[src/rtl/rca_cfg_decoder.sv]
// Decodes and range-checks one RCA config instruction (funct3 001-101), then issues a single config-bank write.
// Latency: accept at T, cfg_we at T+2, done_valid at T+3, ready again at T+4; each busy cycle of the target RCA adds one.
// Backpressure: issue_ready is low from accept until completion. RCA_CFG_ILLEGAL_TRAP_EN adds the done_illegal output.
module rca_cfg_decoder #(
    parameter int NUM_RCAS           = 4,
    parameter int NUM_READ_PORTS     = 5,
    parameter int NUM_WRITE_PORTS    = 5,
    parameter int NUM_GRID_MUXES     = 30,
    parameter int GRID_MUX_INPUTS    = 8,
    parameter int NUM_IO_UNITS       = 6,
    parameter int IO_UNIT_MUX_INPUTS = 12,
    parameter int ID_W               = 3
) (
    input  logic                clk,
    input  logic                rst,
    input  logic                issue_valid,
    output logic                issue_ready,
    input  logic [2:0]          issue_funct3,
    input  logic [6:0]          issue_funct7,
    input  logic [31:0]         issue_rs1,
    input  logic [31:0]         issue_rs2,
    input  logic [ID_W-1:0]     issue_id,
    input  logic                flush,
    input  logic [NUM_RCAS-1:0] rca_busy,
    output logic                cfg_we,
    output logic [2:0]          cfg_type,
    output logic [1:0]          cfg_rca,
    output logic [4:0]          cfg_idx,
    output logic [1:0]          cfg_flags,
    output logic [5:0]          cfg_val,
    output logic                done_valid,
    output logic [ID_W-1:0]     done_id
`ifdef RCA_CFG_ILLEGAL_TRAP_EN
    ,
    output logic                done_illegal
`endif
);

    typedef enum logic [1:0] {
        S_IDLE,
        S_CHECK,
        S_WRITE,
        S_DONE
    } state_t;

    state_t          r_state;
    logic [2:0]      r_funct3;
    logic [6:0]      r_funct7;
    logic [31:0]     r_rs1;
    logic [31:0]     r_rs2;
    logic [ID_W-1:0] r_id;

    logic       w_fields_ok;
    logic       w_rca_ok;
    logic       w_legal;
    logic       w_busy;
    logic [4:0] w_idx;
    logic [1:0] w_flags;
    logic [5:0] w_val;

    assign w_rca_ok = ({25'd0, r_funct7} < 32'(NUM_RCAS));
    assign w_legal  = w_fields_ok & w_rca_ok;
    // Index is only meaningful when w_rca_ok; illegal targets never look at busy.
    assign w_busy   = rca_busy[r_funct7[1:0]];

    // Full 32-bit operands are range-checked so stray upper bits make the instruction illegal.
    always_comb begin
        w_fields_ok = 1'b0;
        w_idx       = 5'd0;
        w_flags     = 2'd0;
        w_val       = 6'd0;
        case (r_funct3)
            3'b001: begin
                w_idx       = {2'b00, r_rs1[2:0]};
                w_flags     = r_rs1[4:3];
                w_val       = {1'b0, r_rs2[4:0]};
                w_fields_ok = ~|r_rs1[31:5] && ~|r_rs2[31:5] &&
                              (r_rs1[3] ? (32'(r_rs1[2:0]) < 32'(NUM_WRITE_PORTS))
                                        : (32'(r_rs1[2:0]) < 32'(NUM_READ_PORTS)));
            end
            3'b010: begin
                w_idx       = r_rs1[4:0];
                w_val       = r_rs2[5:0];
                w_fields_ok = (r_rs1 < 32'(NUM_GRID_MUXES)) && (r_rs2 < 32'(GRID_MUX_INPUTS));
            end
            3'b011: begin
                w_idx       = r_rs1[4:0];
                w_val       = r_rs2[5:0];
                w_fields_ok = (r_rs1 < 32'(NUM_IO_UNITS)) && (r_rs2 < 32'(IO_UNIT_MUX_INPUTS));
            end
            3'b100: begin
                // rs2 == NUM_IO_UNITS encodes an unused port, hence <=.
                w_idx       = {2'b00, r_rs1[2:0]};
                w_flags     = {r_rs1[3], 1'b0};
                w_val       = r_rs2[5:0];
                w_fields_ok = ~|r_rs1[31:4] && (32'(r_rs1[2:0]) < 32'(NUM_WRITE_PORTS)) &&
                              (r_rs2 <= 32'(NUM_IO_UNITS));
            end
            3'b101: begin
                w_val       = 6'(r_rs1[NUM_IO_UNITS-1:0]);
                w_fields_ok = ((r_rs1 >> NUM_IO_UNITS) == 32'd0);
            end
            default: w_fields_ok = 1'b0;
        endcase
    end

    always_ff @(posedge clk or posedge rst) begin
        if (rst) begin
            r_state     <= S_IDLE;
            r_funct3    <= 3'd0;
            r_funct7    <= 7'd0;
            r_rs1       <= 32'd0;
            r_rs2       <= 32'd0;
            r_id        <= '0;
            issue_ready <= 1'b1;
            cfg_we      <= 1'b0;
            cfg_type    <= 3'd0;
            cfg_rca     <= 2'd0;
            cfg_idx     <= 5'd0;
            cfg_flags   <= 2'd0;
            cfg_val     <= 6'd0;
            done_valid  <= 1'b0;
            done_id     <= '0;
`ifdef RCA_CFG_ILLEGAL_TRAP_EN
            done_illegal <= 1'b0;
`endif
        end else begin
            cfg_we     <= 1'b0;
            done_valid <= 1'b0;
`ifdef RCA_CFG_ILLEGAL_TRAP_EN
            done_illegal <= 1'b0;
`endif
            case (r_state)
                S_IDLE: begin
                    if (issue_valid) begin
                        r_funct3    <= issue_funct3;
                        r_funct7    <= issue_funct7;
                        r_rs1       <= issue_rs1;
                        r_rs2       <= issue_rs2;
                        r_id        <= issue_id;
                        issue_ready <= 1'b0;
                        r_state     <= S_CHECK;
                    end
                end
                S_CHECK: begin
                    if (flush) begin
                        issue_ready <= 1'b1;
                        r_state     <= S_IDLE;
                    end else if (!w_legal) begin
                        done_valid <= 1'b1;
                        done_id    <= r_id;
`ifdef RCA_CFG_ILLEGAL_TRAP_EN
                        done_illegal <= 1'b1;
`endif
                        r_state    <= S_DONE;
                    end else if (!w_busy) begin
                        cfg_we    <= 1'b1;
                        cfg_type  <= r_funct3;
                        cfg_rca   <= r_funct7[1:0];
                        cfg_idx   <= w_idx;
                        cfg_flags <= w_flags;
                        cfg_val   <= w_val;
                        r_state   <= S_WRITE;
                    end
                end
                S_WRITE: begin
                    done_valid <= 1'b1;
                    done_id    <= r_id;
                    r_state    <= S_DONE;
                end
                S_DONE: begin
                    issue_ready <= 1'b1;
                    r_state     <= S_IDLE;
                end
                default: r_state <= S_IDLE;
            endcase
        end
    end

endmodule
[config.mk]
export PLATFORM = sky130hd
export DESIGN_NAME = rca_cfg_decoder
export DESIGN_NICKNAME = d
export VERILOG_FILES = /design/src/rtl/rca_cfg_decoder.sv
export SDC_FILE = /design/constraint.sdc
export NUM_CORES = 1
export LEC_CHECK = 0
export BUFFER_PORTS_ARGS = -buffer_cell sky130_fd_sc_hd__buf_4
export CAP_MARGIN = 20
export CORE_UTILIZATION = 50
export CTS_BUF_LIST = sky130_fd_sc_hd__clkbuf_16
export DETAILED_ROUTE_END_ITERATION = 7
export PLACE_DENSITY = 0.75
export SLEW_MARGIN = 20
export SYNTH_ARGS = -nofsm -noshare
export SYNTH_HDL_FRONTEND = slang
export SYNTH_SLANG_ARGS = --single-unit
export TNS_END_PERCENT = 30
[constraint.sdc]
create_clock -name clk -period 5 [get_ports clk]
set_input_delay 1 -clock clk [delete_from_list [all_inputs] [get_ports clk]]
set_output_delay 1 -clock clk [all_outputs]
set_load 0.005 [all_outputs]
==> results of run 1 <==
## flip-flops by register name, indices dropped and copies added (netlist names), 5 cells and up, named ones only
signal / flops
r_funct7: 7
cfg_idx: 5
cfg_val: 6
r_rs2: 32
r_rs1: 32
## path summary, 6_finish.rpt
path / to / cells after the start
min in group asynchronous: r_rs1[16]$_DFFE_PP0P_ / 2
worst max-delay path: cfg_flags[0]$_DFFE_PP0P_ / 6
max in group asynchronous: issue_ready$_DFFE_PP1P_ / 3
worst min register to register: done_id[0]$_DFFE_PP0P_ / 1
worst min-delay path: done_id[0]$_DFFE_PP0P_ / 1
worst max register to register: cfg_flags[0]$_DFFE_PP0P_ / 6
## power by group through the flow
stage	sequential (W)	combinational [W]	clock, W
final	0.00148	0.000953	0.000709
after global routing	0.00153	0.00106	0.000757
after CTS	0.00147	0.000963	0.000725
after detailed placement	0.00148	0.000958	0
after global placement	0.00147	0.000921	0
after floorplan	0.00136	0.000806	0
## cells in the final DEF (no fill, tap or decap), drive strengths merged, types with 2 or more instances in the layout
cell,synthesis,layout
o31ai,2,2
nand4,3,3
o22ai,5,5
o21ai,5,5
mux2,90,90
nor2,3,3
nor3,3,3
buf,9,110
ha,6,6
and3,3,3
nor4b,2,2
inv,9,12
a211o,3,3
clkbuf,7,9
nor2b,2,2
nand2b,3,3
nand3,3,3
mux2i,11,11
nand3b,3,3
nor4,15,15
a21oi,4,4
nand2,17,17
nor3b,4,4
and2b,2,2
a211oi,2,2
clkinv,0,2
dfrtp,102,102
## cell type report
cell class	count	share of cell area (%)
clock buffer	9	3.918
multi-input combinational	204	32.50
tap	108	2.351
clock inverter	7	1.371
timing repair buffer	110	14.37
sequential	103	44.86
inverter	9	0.6313
## metal layers
| layer | global-route usage [%] | vias up |
|---|---|---|
| met5 | 0 | - |
| met3 | 5.612 | 10 |
| met1 | 26.93 | 1493 |
| met2 | 33.06 | 71 |
| met4 | 5.245 | 0 |
| li1 | - | 1420 |
## through the flow
stage	total power, W	cell area [sq um]	hold slack (ps)	utilization, %	instances
finish	0.003138	5748	495.2	65.27	550
global route	0.003343	5748	518.7	65.27	550
CTS	0.003159	5748	495.1	65.27	550
detailed placement	0.002443	5444	478.2	61.82	534
global placement	0.002388	5444	470.1	61.82	534
floorplan	0.002170	4571	453.1	-	332
## cells by family (layout without fill, tap and decap cells)
kind of cell               after synthesis  in the layout  synth area share [%]
xor gates and xnor gates                 1              1                0.1917
adders and majority gates                6              6                 1.642
AOI/OAI and AO/OA                       30             30                 4.928
muxes                                  102            102                 25.40
and+or+nand+nor                         65             65                 8.541
DFF                                    103            103                 56.42
buffers and inverters                   25            135                 2.874
==> impl_results.md, run 1 <==
* Gate Count Post-Synth at 332
* Worst VDD drop at around 0.25 mV
* Area grow syn2layout at 25.76%
* Critical path fanouts, max at 19
* Mapped Nets at between 400 and 500
* Post-synthesis sequential area ratio at between 50% and 60%
* Met2 routed WL at around 4300 microns
* Post-synth top area share at 55.84%
* R2R Setup Slk at 2330 ps
* Avg Inst Size Synth at 13.77 sq um
* Drt first pass iters at 6
* Rel. slew slack at between 30% and 40%
* Power share of the sequential group at approximately 47%
* Ys flop type: dfrtp_1
* Diodes inserted at 0
* Worst hold path type: reg2reg
* Iteration-0 DRC Markers at 124
* Sw Pwr at about 0.00099 W
* Setup violations, final at 0
* Status: finished with violations
* Clock-pin transition on the worst setup and hold timing paths at 70 ps
* Register Area at roughly 2600 sq um
* Initial core utilization at between 50 and 60%
* Delay-heaviest family, CP: simple AND/OR/NAND/NOR gates
* Pwr/cell area at 545.9 nW/um^2
* Failing checks: DRC
* Synth cell count leaders: 102 x dfrtp_1, 86 x mux2_2, 17 x nand2_1
* Synth area leaders: dfrtp_1 56%, mux2_2 21%, mux2i_1 2.4%
* Crit end category: flop
* CP Cell Sequence: or2_2 > o211ai_1 > nor3_1 > nor4b_4 > buf_4 > mux2_2
* Comb power frac at between 30% and 40%
* Pins Over Slew Limit at 0
* FF+latch count, synth at between 100 and 150
* # hold bufs at CTS at 0
* Leakage at around 2.7 nW
* Post-layout net count at approximately 530
* Initial antenna violation count at 0
* Critical-path top delay cell: dfrtp_1
* M1 WL at about 4100 microns
* CTS buffer count at 9
* Vias in the first global route at 3,121
* Setup CP Type: reg2reg
* Required @ worst endpoint at 5220 ps
* Root Buffer: clkbuf_16
* Die ar. at between 9000 and 10,000 sq um
* Fin. Hold Viols at 0
* Post-DP HPWL at between 6000 and 7000 microns
* Pin count of the biggest net entering global routing at 78
* IO buf count at 108
* Layout cells sized above 1 at around 51%
* Multi-input gate area at around 1900 sq um
* P_int at between 0.002 and 0.0025 W
* Synth warn at 0
* Clock power frac at 22.6%
* Num rows at 34
* MaxCap Viol Count at 0
* Setup Slack @ Placement at about 2300 ps
* Setup ws final at 2332 ps
* Setup_tns at 0 ps
* Worst Clk Skew at between 8 and 9 ps
* Vias at between 2,000 and 3,000
* CP arrival at slightly below 3000 ps
* H-tree depth at 3
* Vias per inst at around 5.4
* Die extent in y at approximately 98 microns
* Met3 WL at ~440 microns
* RSZ-0062 raised after global routing: no
* Beginning of the worst hold path: r_id[0]$_DFFE_PP0P_
* Crit path from: r_funct3[0]$_DFFE_PP0P_
* Later-pin clock latency in the skew report at 340 ps
* First-pass GRT wire length at between 15,000 and 20,000 microns
* Final ANT Viol Nets at 0
* EDFF count, synth at 0
* Num ports at 109
* Fmax at between 0.3 and 0.4 GHz
* Max layer used: met4
* Asr flop ratio synth at between 90% and 100%
* DRC violations left at 14
* Switch share at 31.55%
* Core Area at 8806 sq um
* Setup crit start kind: flop
* Largest stage delay, worst path at approximately 700 ps
* Fillcell total at a little under 700
* CTS tree: built
* Wirelength per Cell at approximately 16 microns
* Sink Count at just over 100
* Least-Margin Pin Slew at a little over 1000 ps
* Grt ovf at 0
* Die W at slightly below 100 microns
* # resized after CTS at 0
* Deepest clock path buffer count at 2
* Setup Fix Bufs, Post-CTS at 0
* Post-Syn Area at approximately 4600 sq um
* Total Wirelength at 8905 microns
* Most area-hungry cell type in the Yosys netlist: dfrtp_1
* Reg2reg start: r_funct3[0]$_DFFE_PP0P_
* Fin crit share at between 50% and 60%
* Critical path buffer and inverter count at 1
* Crit path time final at 2668 ps
* RePlAce Congestion at approximately 0.8
* Most instantiated library cell after synthesis: dfrtp_1
* Post-synthesis cell type count at 51
* Global-route usage over all layers at approximately a fifth
Power figures use the tool's default switching activity.
==> run 2: changes to the inputs <==
==> constraint.sdc (replaced) <==
create_clock -name clk -period 2.79 [get_ports clk]
set_input_delay 0.558 -clock clk [delete_from_list [all_inputs] [get_ports clk]]
set_output_delay 0.558 -clock clk [all_outputs]
set_load 0.005 [all_outputs]
==> impl_results.md, run 2 (synthesis results as in run 1) <==
* Post-DP HPWL at 6737 microns (+6.5%)
* Global-route usage over all layers at 20.06% (-0.26 points)
* Most common cell after layout, fill and taps aside: buf_4
* Reg-to-reg endpoint: cfg_rca[0]$_DFFE_PP0P_
* Vias at 3,018 (+0.80%)
* First-pass GRT wire length at 15,040 microns (-1.5%)
* CTS buffer count at 9 (unchanged)
* Clock-pin transition on the worst setup and hold timing paths at 70 ps (about the same)
* CP arrival at 2770 ps (-120 ps)
* Least-Margin Pin Slew at 779.4 ps (-235.8 ps)
* Failing checks: DRC
* DRC violations left at 14 (unchanged)
* Register Area at 2579 sq um (unchanged)
* Die ar. at 9528 sq um (unchanged)
* Die extent in y at 97.61 microns (unchanged)
* Fmax at 0.3913 GHz (+4.4%)
* Multi-input gate area at 1868 sq um (unchanged)
* Initial antenna violation count at 0 (unchanged)
* CTS tree: built
* Leakage at 2.697 nW (+0.97%)
* Root Buffer: clkbuf_16
* Most frequent cells in the layout: 113 x buf_4, 102 x dfrtp_1, 86 x mux2_2, 16 x nand2_1, 14 x nor4_1
* Reg2reg start: r_rs2[16]$_DFFE_PP0P_
* Final ANT Viol Nets at 0 (unchanged)
* Pins Over Slew Limit at 0 (unchanged)
* Crit path time final at 2556 ps (-112.5 ps)
* Core Area at 8806 sq um (unchanged)
* Area grow syn2layout at 26.50%
* Die W at 97.61 microns (unchanged)
* H-tree depth at 3 (unchanged)
* Setup CP Type: reg2reg
* Sink Count at 103 (unchanged)
* Wirelength per Cell at 16.36 microns (+1.0%)
* Post-layout util at 65.66% (+0.38 points)
* R2R Setup Slk at 230 ps (-2100 ps)
* Pwr/cell area at 964.1 nW/um^2 (+77%)
* Diodes inserted at 0 (unchanged)
* Iteration-0 DRC Markers at 132 (+6.5%)
* Setup Fix Bufs, Post-CTS at 0 (unchanged)
* Setup violations, final at 0 (unchanged)
* # hold bufs at CTS at 0 (unchanged)
* Fillcell total at 666 (-2.6%)
* Fin. Hold Viols at 0 (unchanged)
* Pin count of the biggest net entering global routing at 48 (-38%)
* MaxCap Viol Count at 0 (unchanged)
* Deepest clock path buffer count at 2 (unchanged)
* Drt first pass iters at 6 (unchanged)
* Setup crit start kind: flop
* Post-layout net count at 533 (+0.95%)
* Grt ovf at 0 (unchanged)
* Worst Clk Skew at 6.836 ps (-2.080 ps)
* Worst hold path type: in2async
* Crit end category: flop
* RePlAce Congestion at 0.7839 (-0.94%)
* Num ports at 109 (unchanged)
* Num rows at 34 (unchanged)
* Vias in the first global route at 3,084 (-1.2%)
* Reg2Reg Depth at 7 (+1)
* Fin crit share at 91.60% (+38 points)
* Worst VDD drop at 0.4916 mV (+93%)
* IO buf count at 108 (unchanged)
* # resized after CTS at 0 (unchanged)
* RSZ-0062 raised after global routing: no
* Required @ worst endpoint at 3010 ps (-2210 ps)
* Initial core utilization at 51.90% (unchanged)
* Total Wirelength at 9079 microns (+2.0%)
* Rel. slew slack at 47.93% (+16 points)
* Vias per inst at 5.438 (-0.11%)
* Status: finished with violations
* Setup_tns at 0 ps (unchanged)
* Later-pin clock latency in the skew report at 330 ps (about the same)
* Critical path fanouts, max at 19 (unchanged)
* Layout cells sized above 1 at 51.45% (+0.097 points)
* Largest regs: r_rs1 (32), r_rs2 (32), r_funct7 (7)
==> run 2: worst max-delay path, stage by stage (launching register included) <==
cell,delay (ps)
dfrtp_1,380
nor4_1,400
nand4_1,260
o31ai_2,320
a21oi_2,160
nor4b_4,220
buf_4,310
mux2_2,380
==> run 2: routing by layer <==
layer	part of all wire, %	routed length, microns	track usage, %
met1	44	3966	26.84
met5	0	0	0
met3	4.6	422	3.957
met2	50	4537	32.62
met4	1.7	153	7.226
==> run 2: how the worst max path moves through the flow <==
stage / endpoint / from / depth (start not counted)
3_5_place_dp: cfg_rca[0]$_DFFE_PP0P_ / r_rs2[16]$_DFFE_PP0P_ / 7
4_1_cts: cfg_rca[0]$_DFFE_PP0P_ / r_rs2[16]$_DFFE_PP0P_ / 7
6_report: cfg_rca[0]$_DFFE_PP0P_ / r_rs2[16]$_DFFE_PP0P_ / 7
3_3_place_gp: cfg_flags[0]$_DFFE_PP0P_ / r_rs2[16]$_DFFE_PP0P_ / 7
2_1_floorplan: cfg_flags[1]$_DFFE_PP0P_ / r_rs1[2]$_DFFE_PP0P_ / 8
5_1_grt: cfg_type[1]$_DFFE_PP0P_ / r_rs2[16]$_DFFE_PP0P_ / 7
==> run 2: cell type report <==
type | instances | share of cell area [%]
Clock inverter | 7 | 0.8440
Multi-Input combinational cell | 204 | 32.31
Clock buffer | 9 | 3.895
Tap cell | 108 | 2.337
Timing Repair Buffer | 115 | 15.36
Sequential cell | 103 | 44.60
Inverter | 9 | 0.6492
==> run 2: power by group <==
group / internal [W] / switching (W)
combinational: 0.00105 / 0.000762
sequential: 0.00213 / 0.000473
clock: 0.000610 / 0.000553
total: 0.00379 / 0.00179
==> run 2: stage by stage <==
stage	std cells	cell area, sq um	total power, W	hold WS, ps	worst slack (ps)
finish	555	5782	0.005575	348.7	234.4
global route	555	5782	0.005911	410.2	62.80
CTS	555	5782	0.005619	374.8	231.6
detailed placement	539	5508	0.004438	477.5	250.6
global placement	539	5508	0.004347	470.9	279.6
floorplan	332	4574	0.003889	453.1	588.8
==> run 3: changes to the inputs <==
--- a/config.mk
+++ b/config.mk
@@ -7,10 +7,10 @@
 export LEC_CHECK = 0
 export BUFFER_PORTS_ARGS = -buffer_cell sky130_fd_sc_hd__buf_4
 export CAP_MARGIN = 20
-export CORE_UTILIZATION = 50
+export CORE_UTILIZATION = 53
 export CTS_BUF_LIST = sky130_fd_sc_hd__clkbuf_16
 export DETAILED_ROUTE_END_ITERATION = 7
-export PLACE_DENSITY = 0.75
+export PLACE_DENSITY = 0.79
 export SLEW_MARGIN = 20
 export SYNTH_ARGS = -nofsm -noshare
 export SYNTH_HDL_FRONTEND = slang
==> impl_results.md, run 3 (synthesis results as in run 1) <==
* Status: completed
* Pwr/cell area at 976.2 nW/um^2 (+1.3%)
* Leakage at 2.694 nW (about the same)
* Final ANT Viol Nets at 0 (unchanged)
* Reg-to-reg endpoint: cfg_flags[0]$_DFFE_PP0P_
* RSZ-0062 raised after global routing: no
* Setup Fix Bufs, Post-CTS at 0 (unchanged)
* Post-DP HPWL at 6838 microns (+1.5%)
* Global-route usage over all layers at 22.10% (+2.0 points)
* Clock-pin transition on the worst setup and hold timing paths at 70 ps (about the same)
* Setup CP Type: reg2reg
* Total Wirelength at 9311 microns (+2.6%)
* Num ports at 109 (unchanged)
* Later-pin clock latency in the skew report at 340 ps (about the same)
* Iteration-0 DRC Markers at 96 (-27%)
* Met2 routed WL at 4651 microns (+2.5%)
* H-tree depth at 3 (unchanged)
* Setup_tns at 0 ps (unchanged)
* Fin. Hold Viols at 0 (unchanged)
* Die extent in y at 94.87 microns (-2.8%)
* Placed cells at 537 (-0.37%)
* Max layer used: met4
* Least-Margin Pin Slew at 563.6 ps (-215.8 ps)
* Post-layout util at 69.86% (+4.2 points)
* Worst VDD drop at 0.4595 mV (-6.5%)
* Crit path time final at 2611 ps (+55.40 ps)
* RePlAce Congestion at 0.7748 (-1.2%)
* Fin cells at 553 (-0.36%)
* Pins Over Slew Limit at 0 (unchanged)
* MaxCap Viol Count at 0 (unchanged)
* Rel. slew slack at 62.40% (+14 points)
* Sink Count at 103 (unchanged)
* Met3 WL at 384 microns (-9.0%)
* DRC violations left at 0 (-14)
* # resized after CTS at 0 (unchanged)
* Wirelength per Cell at 16.84 microns (+2.9%)
* Critical path fanouts, max at 19 (unchanged)
* Vias in the first global route at 3,139 (+1.8%)
* Deepest clock path buffer count at 2 (unchanged)
* M1 WL at 4128 microns (+4.1%)
* Worst hold path type: in2async
* Num rows at 33 (-2.9%)
* Required @ worst endpoint at 3010 ps (about the same)
* Die ar. at 8999 sq um (-5.5%)
* Setup crit start kind: flop
* Setup violations, final at 0 (unchanged)
* Core Area at 8299 sq um (-5.8%)
* Vias at 3,058 (+1.3%)
* Initial core utilization at 55.07% (+3.2 points)
* Largest regs: r_rs1 (32), r_rs2 (32), r_funct7 (7)
* Fmax at 0.3830 GHz (-2.1%)
* Grt ovf at 0 (unchanged)
* Worst hold slack at 229.2 ps (-119.5 ps)
* CP Cell Sequence: nor4_1 > nand4_1 > o31ai_2 > a21oi_2 > nor4b_4 > buf_4 > mux2_2
* Most common cell after layout, fill and taps aside: buf_4
* Area grow syn2layout at 26.85%
* Root Buffer: clkbuf_16
* Most frequent cells in the layout: 115 x buf_4, 102 x dfrtp_1, 86 x mux2_2, 16 x nand2_1, 14 x nor4_1
* Reg2reg start: r_rs2[16]$_DFFE_PP0P_
* Reg2Reg Depth at 7 (unchanged)
* IO buf count at 108 (unchanged)
* Drt first pass iters at 6 (unchanged)
* R2R Setup Slk at 180 ps (-60 ps)
* Initial antenna violation count at 0 (unchanged)
* Power consumption at 0.005660 W (+1.5%)
* Pin count of the biggest net entering global routing at 42 (-13%)
* CTS buffer count at 9 (unchanged)
* Post-layout net count at 534 (+0.19%)
* Critical-path top delay cell: nor4_1
* CP arrival at 2830 ps (+60 ps)
* # hold bufs at CTS at 0 (unchanged)
* Diodes inserted at 0 (unchanged)
* Crit path from: r_rs2[16]$_DFFE_PP0P_
* Worst Clk Skew at 9.551 ps (+2.715 ps)
* Largest stage delay, worst path at 430 ps (+30 ps)
* Layout cells sized above 1 at 52.01% (+0.55 points)
* CTS tree: built
* Fin crit share at 93.59% (+2.0 points)
* Crit end category: flop
* Die W at 94.87 microns (-2.8%)
* Vias per inst at 5.530 (+1.7%)
* First-pass GRT wire length at 15,100 microns (+0.46%)
## run 3: cell types whose count changed in the layout (fill, tap and decap cells not counted)
cell / previous run / this run
buf_12: 2 / 1
inv_1: 10 / 9
inv_8: 1 / 0
clkinvlp_4: 1 / 4
inv_6: 2 / 1
buf_4: 113 / 115
clkinv_1: 1 / 0
bufinv_16: 0 / 1
## run 3: stage by stage
step                      setup slack (ps)  instance area (sq um)
after floorplan                      588.8                   4574
after global placement               262.8                   5499
after detailed placement             233.6                   5499
after CTS                            186.0                   5798
after global routing                 45.76                   5798
final                                179.0                   5798
## run 3: layout make-up
| cell class | instances | area (sq um) |
|---|---|---|
| flip-flops and latches | 103 | 2579 |
| inverters | 9 | 37.54 |
| repair buffers | 116 | 883.3 |
| clock inverters | 7 | 73.82 |
| clock buffers | 9 | 225.2 |
| well taps | 105 | 131.4 |
| fillers | 558 | 2501 |
| multi-input cells | 204 | 1868 |
## run 3: how the worst max path moves through the flow
stage                               endpoint  slack, ps
global placement     cfg_type[0]$_DFFE_PP0P_        260
detailed placement  cfg_flags[0]$_DFFE_PP0P_        230
floorplan           cfg_flags[1]$_DFFE_PP0P_        590
CTS                 cfg_flags[0]$_DFFE_PP0P_        190
finish              cfg_flags[0]$_DFFE_PP0P_        180
global route        cfg_flags[0]$_DFFE_PP0P_         50
## run 3: power breakdown
group	internal (W)	switching, W
clock network	0.000697	0.000548
logic	0.00105	0.000766
registers	0.00213	0.000472
## run 3: critical path: cells and delay by family, from the launching register on
family / cells / cell delay, ps
and+or+nand+nor: 3 / 910
AOI/OAI and AO/OA: 2 / 480
DFF: 1 / 380
muxes: 1 / 380
buffers and inverters: 1 / 320
## run 3: per-layer routing
layer  vias up  GRT usage, %
li1       1433             -
met1      1534         28.44
met2        79         37.23
met3        12         3.784
met4         0         8.586
met5         -             0
